[config.mk]
export PLATFORM = sky130hd
export DESIGN_NAME = bias_add_sequencer_flat
export DESIGN_NICKNAME = d
export VERILOG_FILES = /design/src/rtl/bias_add_sequencer_if.sv /design/src/rtl/bias_add_sequencer.sv /design/src/flat_wrapper.sv
export SDC_FILE = /design/constraint.sdc
export NUM_CORES = 2
export LEC_CHECK = 0
export ABC_CLOCK_PERIOD_IN_PS = 5500
export BUFFER_PORTS_ARGS = -buffer_cell sky130_fd_sc_hd__buf_4
export CORE_AREA = 5 5 670 672
export CTS_BUF_LIST = sky130_fd_sc_hd__clkbuf_8 sky130_fd_sc_hd__clkbuf_16
export CTS_CLUSTER_DIAMETER = 200
export DETAILED_ROUTE_END_ITERATION = 10
export DIE_AREA = 0 0 675 677
export PLACE_DENSITY = 0.31
export SLEW_MARGIN = 0
export SYNTH_ARGS = -nofsm -noshare
export SYNTH_HDL_FRONTEND = slang
export SYNTH_SLANG_ARGS = --single-unit
[constraint.sdc]
create_clock -name clk -period 5.5 [get_ports clk]
set_input_delay 1.65 -clock clk [delete_from_list [all_inputs] [get_ports clk]]
set_output_delay 1.65 -clock clk [all_outputs]
set_load 0.01 [all_outputs]
[src/rtl/bias_add_sequencer_if.sv]
// Partial-sum input stream and biased output stream between the adder tree,
// the bias sequencer and the activation stage.
interface bias_add_sequencer_if #(
  parameter int N_adder_tree = 16,
  parameter int DATA_W       = 18
) ();
  logic [N_adder_tree*DATA_W-1:0] acc_in;
  logic                           acc_valid;
  logic                           acc_ready;
  logic [N_adder_tree*DATA_W-1:0] out_data;
  logic                           out_valid;
  logic                           out_ready;

  modport master (
    output acc_in, acc_valid, out_ready,
    input  acc_ready, out_data, out_valid
  );

  modport slave (
    input  acc_in, acc_valid, out_ready,
    output acc_ready, out_data, out_valid
  );
endinterface

[src/rtl/bias_add_sequencer.sv]
// Adds the current output-channel group's bias to each adder-tree beat with
// saturation, stepping through the groups of one conv layer pass.
//
// state  | meaning
// IDLE   | waiting for start
// RUN    | accepting beats, applying the current group's bias
// FINISH | last beat taken, waiting for the final result to drain
module bias_add_sequencer #(
  parameter int N_adder_tree  = 16,
  parameter int DATA_W        = 18,
  parameter int NUM_GROUPS    = 4,
  parameter int PIX_PER_GROUP = 16,
  localparam int GW = (NUM_GROUPS > 1) ? $clog2(NUM_GROUPS) : 1
) (
  input  logic                                     clk,
  input  logic                                     rst,
  input  logic                                     start,
  input  logic [NUM_GROUPS*N_adder_tree*DATA_W-1:0] bias_bank,
  bias_add_sequencer_if.slave                      stream,
  output logic [GW-1:0]                            group_idx,
  output logic                                     busy,
  output logic                                     done
);

  localparam int PW      = (PIX_PER_GROUP > 1) ? $clog2(PIX_PER_GROUP) : 1;
  localparam int GROUP_W = N_adder_tree * DATA_W;

  localparam logic [1:0] S_IDLE   = 2'd0;
  localparam logic [1:0] S_RUN    = 2'd1;
  localparam logic [1:0] S_FINISH = 2'd2;

  localparam logic [DATA_W-1:0] SAT_MAX = {1'b0, {(DATA_W-1){1'b1}}};
  localparam logic [DATA_W-1:0] SAT_MIN = {1'b1, {(DATA_W-1){1'b0}}};

  logic [1:0]         state;
  logic [PW-1:0]      pix_cnt;
  logic               accept;
  logic               last_pix;
  logic               last_group;
  logic [GROUP_W-1:0] group_bias;
  logic [GROUP_W-1:0] biased;

  assign stream.acc_ready = (state == S_RUN) && (!stream.out_valid || stream.out_ready);
  assign accept     = stream.acc_valid && stream.acc_ready;
  assign last_pix   = (pix_cnt == PW'(PIX_PER_GROUP - 1));
  assign last_group = (group_idx == GW'(NUM_GROUPS - 1));
  assign busy       = (state != S_IDLE) || stream.out_valid;
  assign done       = (state == S_FINISH) && !stream.out_valid;

  // Bias is taken from the group in force before this beat's counter update.
  assign group_bias = bias_bank[int'(group_idx) * GROUP_W +: GROUP_W];

  for (genvar i = 0; i < N_adder_tree; i++) begin : g_lane
    logic [DATA_W-1:0] acc_l;
    logic [DATA_W-1:0] bias_l;
    logic [DATA_W:0]   sum;

    assign acc_l  = stream.acc_in[DATA_W*i +: DATA_W];
    assign bias_l = group_bias[DATA_W*i +: DATA_W];
    assign sum    = {acc_l[DATA_W-1], acc_l} + {bias_l[DATA_W-1], bias_l};
    // Top two bits disagree only when the 19-bit sum left the 18-bit range.
    assign biased[DATA_W*i +: DATA_W] =
      (sum[DATA_W] == sum[DATA_W-1]) ? sum[DATA_W-1:0] :
      (sum[DATA_W] ? SAT_MIN : SAT_MAX);
  end

  always_ff @(posedge clk) begin
    if (rst) begin
      state            <= S_IDLE;
      pix_cnt          <= '0;
      group_idx        <= '0;
      stream.out_valid <= 1'b0;
      stream.out_data  <= '0;
    end else begin
      case (state)
        S_IDLE: begin
          if (start) begin
            state     <= S_RUN;
            pix_cnt   <= '0;
            group_idx <= '0;
          end
        end
        S_RUN: begin
          if (accept) begin
            if (last_pix) begin
              pix_cnt   <= '0;
              group_idx <= last_group ? '0 : group_idx + 1'b1;
              if (last_group) state <= S_FINISH;
            end else begin
              pix_cnt <= pix_cnt + 1'b1;
            end
          end
        end
        S_FINISH: begin
          if (!stream.out_valid) state <= S_IDLE;
        end
        default: state <= S_IDLE;
      endcase

      if (accept) begin
        stream.out_data  <= biased;
        stream.out_valid <= 1'b1;
      end else if (stream.out_ready) begin
        stream.out_valid <= 1'b0;
      end
    end
  end

endmodule

[src/flat_wrapper.sv]
// flat-port wrapper written by rule: the top's interface ports become plain ports
module bias_add_sequencer_flat 
#(
  parameter int N_adder_tree  = 16,
  parameter int DATA_W        = 18,
  parameter int NUM_GROUPS    = 4,
  parameter int PIX_PER_GROUP = 16,
  localparam int GW = (NUM_GROUPS > 1) ? $clog2(NUM_GROUPS) : 1
)
  (clk, rst, start, bias_bank, group_idx, busy, done, stream_acc_in, stream_acc_valid, stream_out_ready, stream_acc_ready, stream_out_data, stream_out_valid);
  bias_add_sequencer_if #(.N_adder_tree(N_adder_tree), .DATA_W(DATA_W)) stream_i ();
  input  logic clk;
  input  logic rst;
  input  logic start;
  input  logic [NUM_GROUPS*N_adder_tree*DATA_W-1:0] bias_bank;
  output logic [GW-1:0] group_idx;
  output logic busy;
  output logic done;
  input wire logic [$bits(stream_i.acc_in)-1:0] stream_acc_in;
  input wire logic [$bits(stream_i.acc_valid)-1:0] stream_acc_valid;
  input wire logic [$bits(stream_i.out_ready)-1:0] stream_out_ready;
  output wire logic [$bits(stream_i.acc_ready)-1:0] stream_acc_ready;
  output wire logic [$bits(stream_i.out_data)-1:0] stream_out_data;
  output wire logic [$bits(stream_i.out_valid)-1:0] stream_out_valid;
  assign stream_i.acc_in = stream_acc_in;
  assign stream_i.acc_valid = stream_acc_valid;
  assign stream_i.out_ready = stream_out_ready;
  assign stream_acc_ready = stream_i.acc_ready;
  assign stream_out_data = stream_i.out_data;
  assign stream_out_valid = stream_i.out_valid;
  bias_add_sequencer #(.N_adder_tree(N_adder_tree), .DATA_W(DATA_W), .NUM_GROUPS(NUM_GROUPS), .PIX_PER_GROUP(PIX_PER_GROUP)) u_core (.clk(clk), .rst(rst), .start(start), .bias_bank(bias_bank), .stream(stream_i), .group_idx(group_idx), .busy(busy), .done(done));
endmodule
==> impl_metrics.tcl <==
set metrics [dict create \
    netlist-cell-type-count 79 \
    grt_antenna_before_repair 160 \
    layout_common_cells "1866 x sky130_fd_sc_hd__buf_4, 366 x sky130_fd_sc_hd__nor2_1, 295 x sky130_fd_sc_hd__dfxtp_1" \
    layout_worst_path_cycle_share 0.9317 \
    cts-htree-levels 2 \
    power_leakage_nw 21.67 \
    warnings_synthesis 0 \
    route.vias.total 37504 \
    timing.final.setup_violations 0 \
    post_synth_instance_area_um2 31790 \
    floorplan.initialDensity 0.07177 \
    postSynth.topFlopCell "sky130_fd_sc_hd__dfxtp_1" \
    portBuffers 1738 \
    tritoncts_clock_tree "yes" \
    p_switching_mw 4.666 \
    clk_latency_ns 0.68 \
    tightest_slew_ns 1.320 \
    pre_cts_ws_ns -0.1397 \
    worst-endpoint-arrival_ns 5.63 \
    totalNegativeSetupSlack_ns 0 \
    synth_top_area_cell "sky130_fd_sc_hd__mux4_2" \
    final-hold-violation-count 0 \
    fp.dieH_um 677 \
    worst_r2r_startpoint "u_core.group_idx[0]" \
    clkTransAtPathRegs_ns 0.06 \
    reg2reg_setup_slack_ns 0.38 \
    p_comb_frac 0.510 \
    hold_depth 2 \
    worst-r2r-cell-count 12 \
    power.share.clock 0.274 \
    grtUsageTotal 0.1331 \
    hold_path.class "reg -> reg" \
    post_drt_via_cell_ratio 3.350 \
    status "complete, no violations" \
    firstDrtPassIters 5 \
    synth-seq-area-share 0.1870 \
    final_net_count 6947 \
    cp-start-kind "flip-flop" \
    die-area_um2 457000 \
    drt_drc_violations_left 0 \
    place.gp.congestion 0.8995 \
    avgSynthCellArea_um2 9.248 \
    crit_reg_reg_endpoint "u_core.stream.out_data[36]" \
    hold_path_startpoint "u_core.stream.out_data[117]" \
    ys_top_cells_by_area "sky130_fd_sc_hd__mux4_2 20%, sky130_fd_sc_hd__dfxtp_1 19%, sky130_fd_sc_hd__ha_1 11%, sky130_fd_sc_hd__a211oi_1 5.4%, sky130_fd_sc_hd__maj3_1 4.5%" \
    first_iter_violations 2200 \
    timing.final.crit_period_ns 5.124 \
    maxSlewViolCount 0 \
    whs_endpoint "u_core.stream.out_data[117]" \
    route.antenna.remaining_nets 0 \
    p_int_mw 6.914 \
    max_cap_violations 0 \
    cts-root-to-sink-buffers 3 \
    layout.cells.most_common "sky130_fd_sc_hd__buf_4" \
    final_layout_size_suffix_gt1_frac 0.4414 \
    async_reset_ff_frac 0 \
    syn_nets 5189 \
    net_switching_share_of_the_total_power 0.4029 \
    cts.sinks 297 \
    final.setup_skew_ns 0.02958 \
    multiInputGateArea_um2 24870 \
    grt_start_max_net_pins 67 \
    floorplan.rows 245 \
    finalPower_mw 11.58 \
    worst-endpoint-required_ns 6.01 \
    fmaxAchievable_ghz 0.1952 \
    seq_power_share 0.216 \
    routedWlPerCell_um 28.55 \
    cts_made_buffers 47 \
    grt_first_pass_wirelength_um 401700 \
    max-vdd-ir-drop_mv 0.1762 \
    ports 1739 \
    routed_wirelength_um 319600 \
    ys_ff_latch 297 \
    dp_hpwl_um 291100 \
    clock-root-buffer "sky130_fd_sc_hd__clkbuf_16" \
    worst_relative_slew_slack 0.1197 \
    number_of_global_route_vias_before_repair 37910 \
    global_route.overflow_total 0 \
    netlist_instances 3438 \
    core_region_um2 443000 \
    layout.area.seq_um2 5953 \
    worstSetupPathType "reg -> reg" \
    setup.worst_path.end_class "flip-flop" \
    postCtsSetupBuffers 0 \
    final_core_util 0.1241 \
    power_per_cell_area_nw_per_um2 210.7 \
    growth_of_design_area_from_synthesis_to_finish_pct 72.83 \
    fillers 50820 \
    die_x_um 675 \
    worst_slack_ns 0.3758 \
    post_synth_edffs 0 \
    crit_path_max_fanout 18 \
    synth_top_area_frac 0.2040 \
    rsz0062_at_grt "no" \
]
==> critical path, cell delays in order (launching register included) <==
cell                       delay, ns
sky130_fd_sc_hd__dfxtp_4        0.58
sky130_fd_sc_hd__buf_12         0.26
sky130_fd_sc_hd__buf_4          0.29
sky130_fd_sc_hd__buf_4          0.30
sky130_fd_sc_hd__mux4_2         0.62
sky130_fd_sc_hd__ha_1           0.42
sky130_fd_sc_hd__nand2_1        0.10
sky130_fd_sc_hd__o311ai_1       0.42
sky130_fd_sc_hd__a21oi_1        0.17
sky130_fd_sc_hd__buf_4          0.17
sky130_fd_sc_hd__a311oi_2       1.09
sky130_fd_sc_hd__maj3_1         0.37
sky130_fd_sc_hd__a211oi_1       0.07
==> per-layer routing <==
metal / global-route usage / part of all wire / vias up
li1: - / - / 17019
met1: 0.1581 / 0.40 / 18570
met5: 0 / 0.00093 / -
met2: 0.2349 / 0.50 / 1549
met4: 0.02894 / 0.021 / 48
met3: 0.03904 / 0.077 / 318
==> timing repair <==
item,in CTS,in global routing
endpoints found under the setup margin,0,6
resized for setup,0,1
hold buffers,0,0
==> flip-flops by register name (all words and copies together), names as in the netlist <==
name	count
u_core.stream.out_data	288
u_core.pix_cnt	4
u_core.state	2
u_core.group_idx	2
u_core.stream.out_valid	1
==> how the worst max path moves through the flow <==
stage,startpoint,endpoint,slack (ns)
global placement,bias_bank[1062],u_core.stream.out_data[206],-0.13
global route,u_core.group_idx[0],u_core.stream.out_data[198],0.04
detailed placement,bias_bank[1062],u_core.stream.out_data[208],-0.14
finish,u_core.group_idx[0],u_core.stream.out_data[36],0.38
CTS,u_core.group_idx[0],u_core.stream.out_data[36],0.27
floorplan,bias_bank[864],u_core.stream.out_data[12],0.25
==> cells in the mapped netlist, types with 7 or more instances <==
master and n:
sky130_fd_sc_hd__nand4_1 13, sky130_fd_sc_hd__a311oi_1 9, sky130_fd_sc_hd__mux4_2 288, sky130_fd_sc_hd__inv_1 85, sky130_fd_sc_hd__a41oi_1 11, sky130_fd_sc_hd__buf_1 40
sky130_fd_sc_hd__o221a_2 9, sky130_fd_sc_hd__xnor2_1 117, sky130_fd_sc_hd__a211o_1 12, sky130_fd_sc_hd__a22o_1 22, sky130_fd_sc_hd__and2_1 8, sky130_fd_sc_hd__maj3_1 143
sky130_fd_sc_hd__nand2b_1 31, sky130_fd_sc_hd__buf_2 15, sky130_fd_sc_hd__o21a_1 26, sky130_fd_sc_hd__nand2_1 162, sky130_fd_sc_hd__nor4_1 12, sky130_fd_sc_hd__a21o_1 85
sky130_fd_sc_hd__o211ai_1 18, sky130_fd_sc_hd__a21oi_1 254, sky130_fd_sc_hd__or3_1 14, sky130_fd_sc_hd__o21ai_0 244, sky130_fd_sc_hd__a32oi_1 12, sky130_fd_sc_hd__o31ai_1 11
sky130_fd_sc_hd__nor2b_1 24, sky130_fd_sc_hd__and3_1 15, sky130_fd_sc_hd__nand3b_1 9, sky130_fd_sc_hd__dfxtp_1 297, sky130_fd_sc_hd__or2_2 7, sky130_fd_sc_hd__ha_1 290
sky130_fd_sc_hd__a211oi_1 230, sky130_fd_sc_hd__o21bai_1 43, sky130_fd_sc_hd__nand3_1 35, sky130_fd_sc_hd__xor2_1 104, sky130_fd_sc_hd__clkbuf_1 137, sky130_fd_sc_hd__a31oi_1 31
sky130_fd_sc_hd__nor3_1 62, sky130_fd_sc_hd__a221o_1 12, sky130_fd_sc_hd__nor2_1 368, sky130_fd_sc_hd__fa_1 16, sky130_fd_sc_hd__a2111oi_0 22
==> metrics by stage <==
stage               instances  instance area, µm²  hold WS, ns
floorplan                3438               31790       0.4616
global placement        11075               53280       0.4390
detailed placement      11075               53280       0.4487
CTS                     11157               54850       0.4618
global route            11175               54900       0.4817
finish                  11195               54950       0.4564
==> logic make-up (layout without fill, tap and decap cells) <==
family	count (synthesis)	after routing	synth area share
other	0	38	0
buffers and inverters	278	2069	0.03365
AO/OA/AOI/OAI	1124	1124	0.2349
multiplexers	293	293	0.2057
adder cells (fa/ha/maj)	449	449	0.1692
XOR/XNOR	221	221	0.06088
AND/OR/NAND/NOR	776	776	0.1086
flip-flops	297	297	0.1870
==> power groups by stage <==
stage               combinational, mW  sequential [mW]  clock (mW)
floorplan                        2.90             2.54           0
global placement                 5.99             2.55           0
detailed placement               5.99             2.55           0
CTS                              6.03             2.51        3.37
global route                     6.41             2.52        3.40
finish                           5.90             2.50        3.17
==> layout make-up <==
type | count | area share
well taps | 5928 | 0.1350
flip-flops and latches | 297 | 0.1083
multi-input cells | 2863 | 0.4525
inverters | 85 | 0.005806
clock inverters | 27 | 0.004827
diodes | 38 | 0.001731
clock buffers | 55 | 0.02382
repair buffers | 1902 | 0.2680
Note: power is estimated with default switching activity, not from simulation.
